**src/rtl/ram_pkg.sv**
```systemverilog
// Shared types and default sizes for the RAM bank family.
package ram_pkg;

  typedef enum logic [0:0] {
    CLEAR = 1'b0,
    READY = 1'b1
  } ram_state_t;

  localparam int RAM_WIDTH_DEF  = 16;
  localparam int RAM_ADDR_W_DEF = 3;

endpackage

```
**src/rtl/ram_clear_fsm.sv**
```systemverilog
// Post-reset clear sequencer: walks every address once with a zero write,
// then parks in READY until the next reset.
module ram_clear_fsm
  import ram_pkg::*;
#(
  parameter int ADDR_W = RAM_ADDR_W_DEF
) (
  input  logic              clk,
  input  logic              rst_n,
  output logic              ready,
  output logic              clr_we,
  output logic [ADDR_W-1:0] clr_addr
);

  localparam logic [ADDR_W-1:0] LAST_ADDR = {ADDR_W{1'b1}};

  ram_state_t        state_r;
  ram_state_t        state_s;
  logic [ADDR_W-1:0] clr_addr_r;
  logic [ADDR_W-1:0] clr_addr_s;

  // State and sweep pointer registers.
  always_ff @(posedge clk or negedge rst_n) begin
    if (!rst_n) begin
      state_r    <= CLEAR;
      clr_addr_r <= '0;
    end else begin
      state_r    <= state_s;
      clr_addr_r <= clr_addr_s;
    end
  end

  // Next-state logic: leave CLEAR on the edge that zeroes the last word.
  always_comb begin
    state_s    = state_r;
    clr_addr_s = clr_addr_r;
    case (state_r)
      CLEAR: begin
        clr_addr_s = clr_addr_r + ADDR_W'(1);
        if (clr_addr_r == LAST_ADDR) begin
          state_s = READY;
        end else begin
          state_s = CLEAR;
        end
      end
      READY: begin
        state_s    = READY;
        clr_addr_s = clr_addr_r;
      end
      default: begin
        state_s    = CLEAR;
        clr_addr_s = '0;
      end
    endcase
  end

  assign ready    = (state_r == READY);
  assign clr_we   = (state_r == CLEAR);
  assign clr_addr = clr_addr_r;

endmodule

```
**src/rtl/ram_bank.sv**
```systemverilog
// Parametrised RAM bank with hardware clear sweep after reset.
// Optional feature: define RAM_BANK_OUTREG_EN for a registered, read-first output.
module ram_bank
  import ram_pkg::*;
#(
  parameter int WIDTH  = RAM_WIDTH_DEF,
  parameter int ADDR_W = RAM_ADDR_W_DEF
) (
  input  logic              clk,
  input  logic              rst_n,
  input  logic [WIDTH-1:0]  in,
  input  logic              load,
  input  logic [ADDR_W-1:0] address,
  output logic [WIDTH-1:0]  out,
  output logic              ready
);

  localparam int DEPTH = 2 ** ADDR_W;

  logic [WIDTH-1:0]  mem_r [DEPTH];
  logic              ready_s;
  logic              clr_we_s;
  logic [ADDR_W-1:0] clr_addr_s;
  logic              we_s;
  logic [ADDR_W-1:0] waddr_s;
  logic [WIDTH-1:0]  wdata_s;
  logic [WIDTH-1:0]  rdata_s;

  ram_clear_fsm #(
    .ADDR_W (ADDR_W)
  ) u_clear_fsm (
    .clk      (clk),
    .rst_n    (rst_n),
    .ready    (ready_s),
    .clr_we   (clr_we_s),
    .clr_addr (clr_addr_s)
  );

  // Write port mux: the sweep owns the port until ready, user input is ignored meanwhile.
  always_comb begin
    we_s    = 1'b0;
    waddr_s = address;
    wdata_s = in;
    if (clr_we_s) begin
      we_s    = 1'b1;
      waddr_s = clr_addr_s;
      wdata_s = '0;
    end else if (ready_s) begin
      we_s    = load;
      waddr_s = address;
      wdata_s = in;
    end else begin
      we_s    = 1'b0;
    end
  end

  // Storage array; contents are not reset, only the sweep clears them.
  always_ff @(posedge clk) begin
    if (we_s) begin
      mem_r[waddr_s] <= wdata_s;
    end
  end

  assign rdata_s = mem_r[address];

`ifdef RAM_BANK_OUTREG_EN
  logic [WIDTH-1:0] out_r;

  // Registered read: samples pre-write contents, held at zero until ready.
  always_ff @(posedge clk or negedge rst_n) begin
    if (!rst_n) begin
      out_r <= '0;
    end else if (ready_s) begin
      out_r <= rdata_s;
    end else begin
      out_r <= '0;
    end
  end

  assign out = out_r;
`else
  // Combinational read, forced to zero while the sweep runs.
  always_comb begin
    if (ready_s) begin
      out = rdata_s;
    end else begin
      out = '0;
    end
  end
`endif

  assign ready = ready_s;

endmodule

```
**config.mk**
```make
export PLATFORM = sky130hd
export DESIGN_NAME = ram_bank
export DESIGN_NICKNAME = d
export VERILOG_FILES = /design/src/rtl/ram_pkg.sv /design/src/rtl/ram_clear_fsm.sv /design/src/rtl/ram_bank.sv
export SDC_FILE = /design/constraint.sdc
export NUM_CORES = 1
export LEC_CHECK = 0
export ABC_AREA = 1
export CAP_MARGIN = 5
export CORE_ASPECT_RATIO = 1.2
export CORE_MARGIN = 2
export CORE_UTILIZATION = 59
export CTS_CLUSTER_DIAMETER = 150
export CTS_CLUSTER_SIZE = 20
export DETAILED_ROUTE_END_ITERATION = 8
export PLACE_DENSITY = 0.9
export SLEW_MARGIN = 20
export SYNTH_ARGS = -nofsm -noshare
export SYNTH_HDL_FRONTEND = slang
export SYNTH_SLANG_ARGS = --single-unit
```
**constraint.sdc**
```tcl
create_clock -name clk -period 2.43 [get_ports clk]
set_input_delay 0.486 -clock clk [delete_from_list [all_inputs] [get_ports clk]]
set_output_delay 0.486 -clock clk [all_outputs]
set_load 0.02 [all_outputs]
```
# == After elaboration in Yosys (flattened, before gate mapping) ==
# Memory sizes are Yosys's and may differ from the RTL's.
# Cells that the tools add are included.
# classes
mul,0
n_reduce_logical,0
order_cmp,0
div,0
eq_ne,1
n_bitwise,1
add_sub_neg,1
shift,0
n_mux,9
# ops
operator,n
2-to-1 mux 16 bit,2
2-to-1 mux 3 bit,2
2-to-1 mux 1 bit,4
"adder 3 x 1 -> 3 bit, second input constant",1
"== test 3 bit, second input constant",1
case mux 1 bit (2 select lines),1
inverter 1 bit,1
# totals
memories,1
reg_bits,4
input_bits,22
rom_bits,0
ramBits,128
elab_cells,15
output_inout_bits,17
latch_bits,0
# memory_table
name,depth,width,rd,rd_ports_with_merged_regs,wr,line,rtl
mem_r,8,16,1,0,1,ram_bank.sv:20,logic [WIDTH-1:0] mem_r [DEPTH];

# == Longest topological paths before layout ==
# Gate-level depths: netlist (run 1).
# depth
word_depth,3
mapped_depth,7
mapped_depth_nobuf,6

# == By module ==
# Synthesis (run 1) repeated with hierarchy kept, for this count alone.
# unflattened
cells_unflattened,634
hier_area_um2,6035.8
# by_module_without_submodules
mod,n_inst,cells_per_inst,area_per_inst_um2
ram_bank,1,616,5863.1
ram_clear_fsm,1,18,172.7

# == Least setup slack after synthesis (run 1) ==
# OpenSTA, ideal clock, no wires.
# synth_path
path_type,reg-to-reg
startpoint,register u_clear_fsm.state_r (netlist: u_clear_fsm.ready)
endpoint,"memory mem_r[3][0] (netlist name), enable pin"
period_less_slack_ns,2.059
path_stages_with_launch,7
setup_slack_ns,0.371
arrival_time_ns,1.671
setup_ns,0.388
cell_sequence,dfrtp_1 -> buf_4 -> inv_2 -> nor2_1 -> nor2_1 -> nand2_1 -> nor2_1
# synth_between
elab_chain_cells,3
word_cells_on_any_way,4
classes_between,4 x mux
# synth_lines
item,line,rtl
from (decl),ram_clear_fsm.sv:17,ram_state_t state_r;
from (signal assigned),ram_clear_fsm.sv:28,state_r <= state_s;
2-to-1 mux 1 bit,ram_bank.sv:44,if (clr_we_s) begin
2-to-1 mux 1 bit,ram_bank.sv:59,if (we_s) begin
2-to-1 mux 1 bit (not written as such),ram_bank.sv:60,mem_r[waddr_s] <= wdata_s;
to (decl),ram_bank.sv:20,
# Parallel ways exist; a longest one is shown, timed or not.

# == Worst setup path in the final report (run 1) ==
# layout_path
startpoint,input port address[2]
endpoint,output port out[0]
# layout_between
elab_chain_cells,2
# layout_lines
item,line,rtl
from (decl),ram_bank.sv:13,"input logic [ADDR_W-1:0] address,"
memory (8 x 16 bit),n/a,
2-to-1 mux 16 bit,ram_bank.sv:84,if (ready_s) begin
to (decl),ram_bank.sv:14,"output logic [WIDTH-1:0] out,"
# No other way between the ends.

==> results of run 1 <==
## cells by family after synthesis
group	count (synthesis)	synth area share [%]
xor gates and xnor gates	1	0.1460
adders and majority gates	2	0.4170
AOI/OAI and AO/OA	2	0.2294
DFF	132	65.74
buffers and inverters	175	12.10
and+or+nand+nor	317	21.38
## worst min-delay path by stage
stage                                  startpoint                      end  slack, ns
after global routing                        rst_n  u_clear_fsm.clr_addr[0]       0.28
after detailed placement  u_clear_fsm.clr_addr[0]  u_clear_fsm.clr_addr[0]       0.50
after floorplan                             rst_n  u_clear_fsm.clr_addr[0]       0.19
final                                       rst_n  u_clear_fsm.clr_addr[0]       0.27
after global placement    u_clear_fsm.clr_addr[0]  u_clear_fsm.clr_addr[0]       0.48
after CTS                                   rst_n  u_clear_fsm.clr_addr[0]       0.27
## repair_timing
action	CTS	global route
gates resized for setup	17	1
pin swaps	0	0
gates cloned	1	0
endpoints found under the setup margin	16	1
## final cells by class
class	count	area (µm²)
tap	126	157.7
clock inverter	15	212.7
clock buffer	17	425.4
fill	566	2619
inverter	150	563.0
sequential	132	3944
timing repair buffer	70	708.2
multi-input combinational	322	1330
## cell usage after synthesis
library cell / number
clkbuf_1: 1
buf_2: 16
o21ai_1: 1
buf_6: 5
nor2_1: 11
or2_1: 1
o21ai_2: 1
xnor2_1: 1
inv_2: 3
or2_2: 1
dfrtp_1: 4
ha_1: 2
inv_1: 147
edfxtp_1: 128
nand2_1: 239
nand3_1: 64
nor2_4: 1
buf_4: 3
## where the power goes
group	switching [mW]	internal [mW]	total (mW)
combinational	0.271	0.154	0.425
sequential	0.00403	2.52	2.53
clock	0.955	1.81	2.76
## flip-flops by register name, indices dropped and copies added (netlist names)
name / flops
mem_r: 128
u_clear_fsm.clr_addr: 3
u_clear_fsm.ready: 1
## stage by stage
stage | std cells | worst slack [ns]
global placement | 799 | -0.2357
finish | 832 | 0.06848
global route | 832 | 0.01248
CTS | 832 | 0.06458
floorplan | 629 | 0.3708
detailed placement | 799 | -0.2825
## worst register-to-register path: cells and delay by family (launching register included)
family	cells	cell delay, ns
buffers and inverters	3	0.62
DFF	1	0.41
AOI/OAI and AO/OA	1	0.11
and+or+nand+nor	3	0.54
## metal layers
metal / wire length, µm / share of wire (%) / up-vias
met5: 0 / 0 / -
met4: 705 / 4.6 / 0
met3: 1366 / 9.0 / 70
met2: 7961 / 52 / 297
met1: 5164 / 34 / 2083
li1: - / - / 2053
==> flow_metrics.env, run 1 <==
export IMPL_outcome="completed"
export IMPL_netlist_area_um2=6000
export IMPL_drc=0
export IMPL_yosysTopAreaCellShare_pct=64.07
export IMPL_clk_latency_ns=0.42
export IMPL_rr_endpoint="mem_r[6][2]"
export IMPL_ys_warn_count=0
export IMPL_fmax_mhz=423.5
export IMPL_dr_pass1_iters=6
export IMPL_die_area_um2=10990
export IMPL_crit_family="buffers and inverters"
export IMPL_crit_cells=7
export IMPL_cp_startpoint="address[2]"
export IMPL_antenna_found_initial=0
export IMPL_hold_slack_ns=0.2734
export IMPL_post_synth_top_area_cell="edfxtp_1"
export IMPL_r2r_setup_slack_ns=0.44
export IMPL_clock_path_buffers=2
export IMPL_grtUsageMet1_pct=35.65
export IMPL_coreArea_um2=9960
export IMPL_drive_gt1_share_pct=9.915
export IMPL_cts_setup_buffers=0
export IMPL_finalHoldViolations=0
export IMPL_post_route_util_pct=73.71
export IMPL_grt_pass1_wl_um=24120
export IMPL_syn_nets=653
export IMPL_finalInstanceArea_um2=7341
export IMPL_cts_tree="built"
export IMPL_final_cell_mix="239 x nand2_1, 147 x inv_1, 128 x edfxtp_1"
export IMPL_grt_util_all_layers_pct=30.70
export IMPL_worst_path_max_fanout=16
export IMPL_placed_area_um2=6690
export IMPL_drt_iter0_markers=551
export IMPL_worst_slew_pin_slew_ns=0.3835
export IMPL_maxSlewViolCount=0
export IMPL_crit_end="out[0]"
export IMPL_ys_seq_elements=132
export IMPL_cts_root_buffer="clkbuf_16"
export IMPL_hold_buffers=0
export IMPL_synth_distinct_cells=18
export IMPL_path_cells="clkdlybuf4s50_1, buf_4, nor2_4, buf_12, nand2_1, nand2_1, dlygate4sd2_1"
export IMPL_diodes=0
export IMPL_grt_max_degree=39
export IMPL_hold_path_class="primary input to async pin"
export IMPL_finalSetupViolCount=0
export IMPL_cts_buffers=17
export IMPL_htreeDepth=4
export IMPL_die_w_um=96.06
export IMPL_clk_pin_slew_worst_paths_ns=0.06
export IMPL_finalPower_mw=5.714
export IMPL_crit_required_ns=1.94
export IMPL_io_pins=39
export IMPL_slowest_delay_ns=0.44
export IMPL_grt_pass1_vias=4711
export IMPL_wire_per_inst_um=18.27
export IMPL_grtUsageMet2_pct=51.90
export IMPL_path_buf_inv=4
export IMPL_p_leak_nw=3.547
export IMPL_vias_per_cell=5.412
export IMPL_port_buffers=38
export IMPL_gr_max_usage_layer="met2"
export IMPL_cap_viol_max_count=0
export IMPL_antenna_left=0
export IMPL_crit_top_cell="nand2_1"
export IMPL_num_vias=4503
export IMPL_rr_startpoint="u_clear_fsm.ready"
export IMPL_cp_slowest_cell="clkdlybuf4s50_1"
export IMPL_area_growth_pct=22.36
export IMPL_numClockSinks=132
export IMPL_start_util_pct=60.24
export IMPL_die_h_um=114.5
export IMPL_gp_congestion=0.8288
export IMPL_dp_hpwl_um=8331
export IMPL_final_common_cell="nand2_1"
export IMPL_critPathCaptureType="primary output"
export IMPL_synth_cells=629
export IMPL_worstSetupPathType="primary input to primary output"
export IMPL_cp_data_arrival_time_ns=1.88
export IMPL_skew_ns=0.005599
export IMPL_post_route_period_util_pct=97.18
export IMPL_rsz0062_at_grt="no"
export IMPL_tns_ns=0
export IMPL_ys_seq_area_share_pct=65.74
export IMPL_avgSynthCellArea_um2=9.538
export IMPL_ys_top_cells_by_area="edfxtp_1 64%, nand2_1 15%, inv_1 9.2%"
export IMPL_grt_met3_usage_pct=7.110
export IMPL_r2r_worst_path_cells=7
export IMPL_final_nets=717
export IMPL_overflow=0
export IMPL_rows=40
export IMPL_slew_headroom_pct=74.34
export IMPL_powerDensity_nw_per_um2=778.4
export IMPL_startpoint_type="primary input"
export IMPL_max_vdd_ir_drop_uv=577.4
export IMPL_drt_wl_total_um=15200
export IMPL_min_period_ns=2.362
Note: power is estimated with default switching activity, not from simulation.
==> inputs of run 2 (changes only) <==
- CORE_UTILIZATION: 59 -> 53
- PLACE_DENSITY: 0.9 -> 0.85
- clock period: 2.43 -> 2 ns (I/O delays scaled with it)
==> run 2 against run 1 <==
Wire length fell by 7.9%. Worst setup slack lost 0.029 ns. Critical endpoint is now out[9]. Clock skew up 0.0015 ns. Sequential share of layout area is 0.94 points lower. Sequential power rose by 21%. Die area rose by 11%. Highest routed layer unchanged. Critical path depth shrank 1. Final cell count rose by 1.2%. Design area grew 1.8%. Worst hold slack got worse by 0.091 ns.
==> flow_metrics.env, run 2 (same netlist as run 1, synthesis figures left out) <==
export IMPL_final_common_cell="nand2_1"
export IMPL_io_pins=39
export IMPL_gp_congestion=0.8560
export IMPL_coreArea_um2=11040
export IMPL_worst_path_max_fanout=8
export IMPL_dr_pass1_iters=5
export IMPL_antenna_found_initial=0
export IMPL_drive_gt1_share_pct=13.80
export IMPL_die_h_um=120.6
export IMPL_r2r_setup_slack_ns=0.30
export IMPL_area_growth_pct=24.55
export IMPL_startpoint_type="flip-flop"
export IMPL_min_period_ns=1.961
export IMPL_numClockSinks=132
export IMPL_port_buffers=38
export IMPL_worstSetupPathType="flip-flop to primary output"
export IMPL_antenna_left=0
export IMPL_cts_buffers=17
export IMPL_die_w_um=101.1
export IMPL_rr_startpoint="u_clear_fsm.ready"
export IMPL_maxSlewViolCount=0
export IMPL_cts_tree="built"
export IMPL_crit_required_ns=1.60
export IMPL_grt_util_all_layers_pct=23.94
export IMPL_finalPower_mw=6.919
export IMPL_tns_ns=0
export IMPL_finalSetupViolCount=0
export IMPL_finalHoldViolations=0
export IMPL_post_route_util_pct=67.71
export IMPL_drt_wl_total_um=14000
export IMPL_p_leak_nw=3.595
export IMPL_rsz0062_at_grt="yes"
export IMPL_slew_headroom_pct=81.61
export IMPL_clk_pin_slew_worst_paths_ns=0.05
export IMPL_hold_buffers=0
export IMPL_dp_hpwl_um=8199
export IMPL_seqCellArea_um2=3944
export IMPL_top_register="mem_r"
export IMPL_overflow=0
export IMPL_finalInstanceArea_um2=7472
export IMPL_vias_per_cell=5.236
export IMPL_r2r_worst_path_cells=5
export IMPL_final_nets=721
export IMPL_wire_per_inst_um=16.63
export IMPL_rows=42
export IMPL_skew_ns=0.007114
export IMPL_critPathCaptureType="primary output"
export IMPL_placed_area_um2=6735
export IMPL_die_area_um2=12190
export IMPL_cap_viol_max_count=0
export IMPL_rr_endpoint="mem_r[6][6]"
export IMPL_grt_pass1_vias=4498
export IMPL_cts_root_buffer="clkbuf_16"
export IMPL_post_route_period_util_pct=98.05
export IMPL_outcome="completed"
export IMPL_grt_max_degree=42
export IMPL_clock_path_buffers=2
export IMPL_fillers=754
export IMPL_drt_iter0_markers=434
export IMPL_final_cell_mix="229 x nand2_1, 146 x inv_1, 128 x edfxtp_1"
export IMPL_largest_reg_flops=128
export IMPL_hold_path_class="primary input to async pin"
export IMPL_drc=0
export IMPL_grt_pass1_wl_um=21490
export IMPL_num_vias=4409
export IMPL_diodes=0
export IMPL_max_vdd_ir_drop_uv=1367
export IMPL_fmax_mhz=509.9
export IMPL_powerDensity_nw_per_um2=925.9
export IMPL_cp_data_arrival_time_ns=1.56
export IMPL_clk_latency_ns=0.42
export IMPL_worst_slew_pin_slew_ns=0.2756
export IMPL_start_util_pct=54.37
export IMPL_multi_input_area_um2=1360
export IMPL_htreeDepth=4
-- run 2: cell count changes in the layout (fill, tap and decap cells not counted), sizes merged, moves of 2 or more --
cell and delta:
buf +19, clkbuf +4, clkdlybuf4s50 -2, clkinvlp -4
dlygate4sd2 -15
-- run 2: where the power goes --
part	leakage, nW	internal [mW]	switching, mW
registers	1.21	3.07	0.00472
clock network	0.304	2.19	1.10
logic	2.08	0.224	0.334
total	3.59	5.48	1.44
-- run 2: cell type report --
class	instances	share of cell area [%]
sequential	132	52.78
multi-input combinational	322	18.20
timing repair buffer	74	10.95
inverter	150	7.535
clock buffer	20	5.844
clock inverter	12	2.478
tap	132	2.210
-- run 2: worst max-delay path by stage --
stage / startpoint / endpoint / slack [ns] / depth (start not counted)
6_report: u_clear_fsm.ready / out[9] / 0.04 / 6
5_1_grt: u_clear_fsm.ready / out[7] / -0.02 / 6
4_1_cts: address[2] / out[0] / -0.01 / 7
3_5_place_dp: address[1] / out[1] / -0.53 / 7
3_3_place_gp: address[1] / out[0] / -0.49 / 7
2_1_floorplan: u_clear_fsm.ready / mem_r[5][0] / -0.06 / 6
-- run 2: worst max-delay path, cell delays in order, from the launching register on --
cell and delay [ns]:
dfrtp_1 0.39, inv_2 0.08, nor2_4 0.21, clkbuf_16 0.21, nand2_1 0.06, nand2_1 0.08
buf_6 0.12
-- run 2: timing repair --
item / in CTS / in global routing
endpoints found under the setup margin: 17 / 14
pin swaps: 0 / 1
buffers inserted: 0 / 2
resized for setup: 69 / 41
cloned: 1 / 1
-- run 2: routing by layer --
layer | routed length [µm] | up-vias | track usage (%)
li1 | - | 2063 | -
met1 | 5255 | 2108 | 27.77
met2 | 7349 | 207 | 41.47
met3 | 1058 | 31 | 5.665
met4 | 339 | 0 | 11.23
met5 | 0 | - | 0
-- run 2: stage by stage --
step                      setup slack, ns  hold slack, ns  cells
after floorplan                  -0.05915          0.1044    629
after CTS                        -0.01013          0.1704    839
after global routing             -0.02112          0.1850    842
after global placement            -0.4926          0.4900    806
after detailed placement          -0.5259          0.4904    806
final                             0.03901          0.1826    842
==> inputs of run 3 (changes only) <==
- HOLD_SLACK_MARGIN: default -> 0.08
==> results of run 3 <==
Final layout, timing and power as in run 2 (identical DEF).
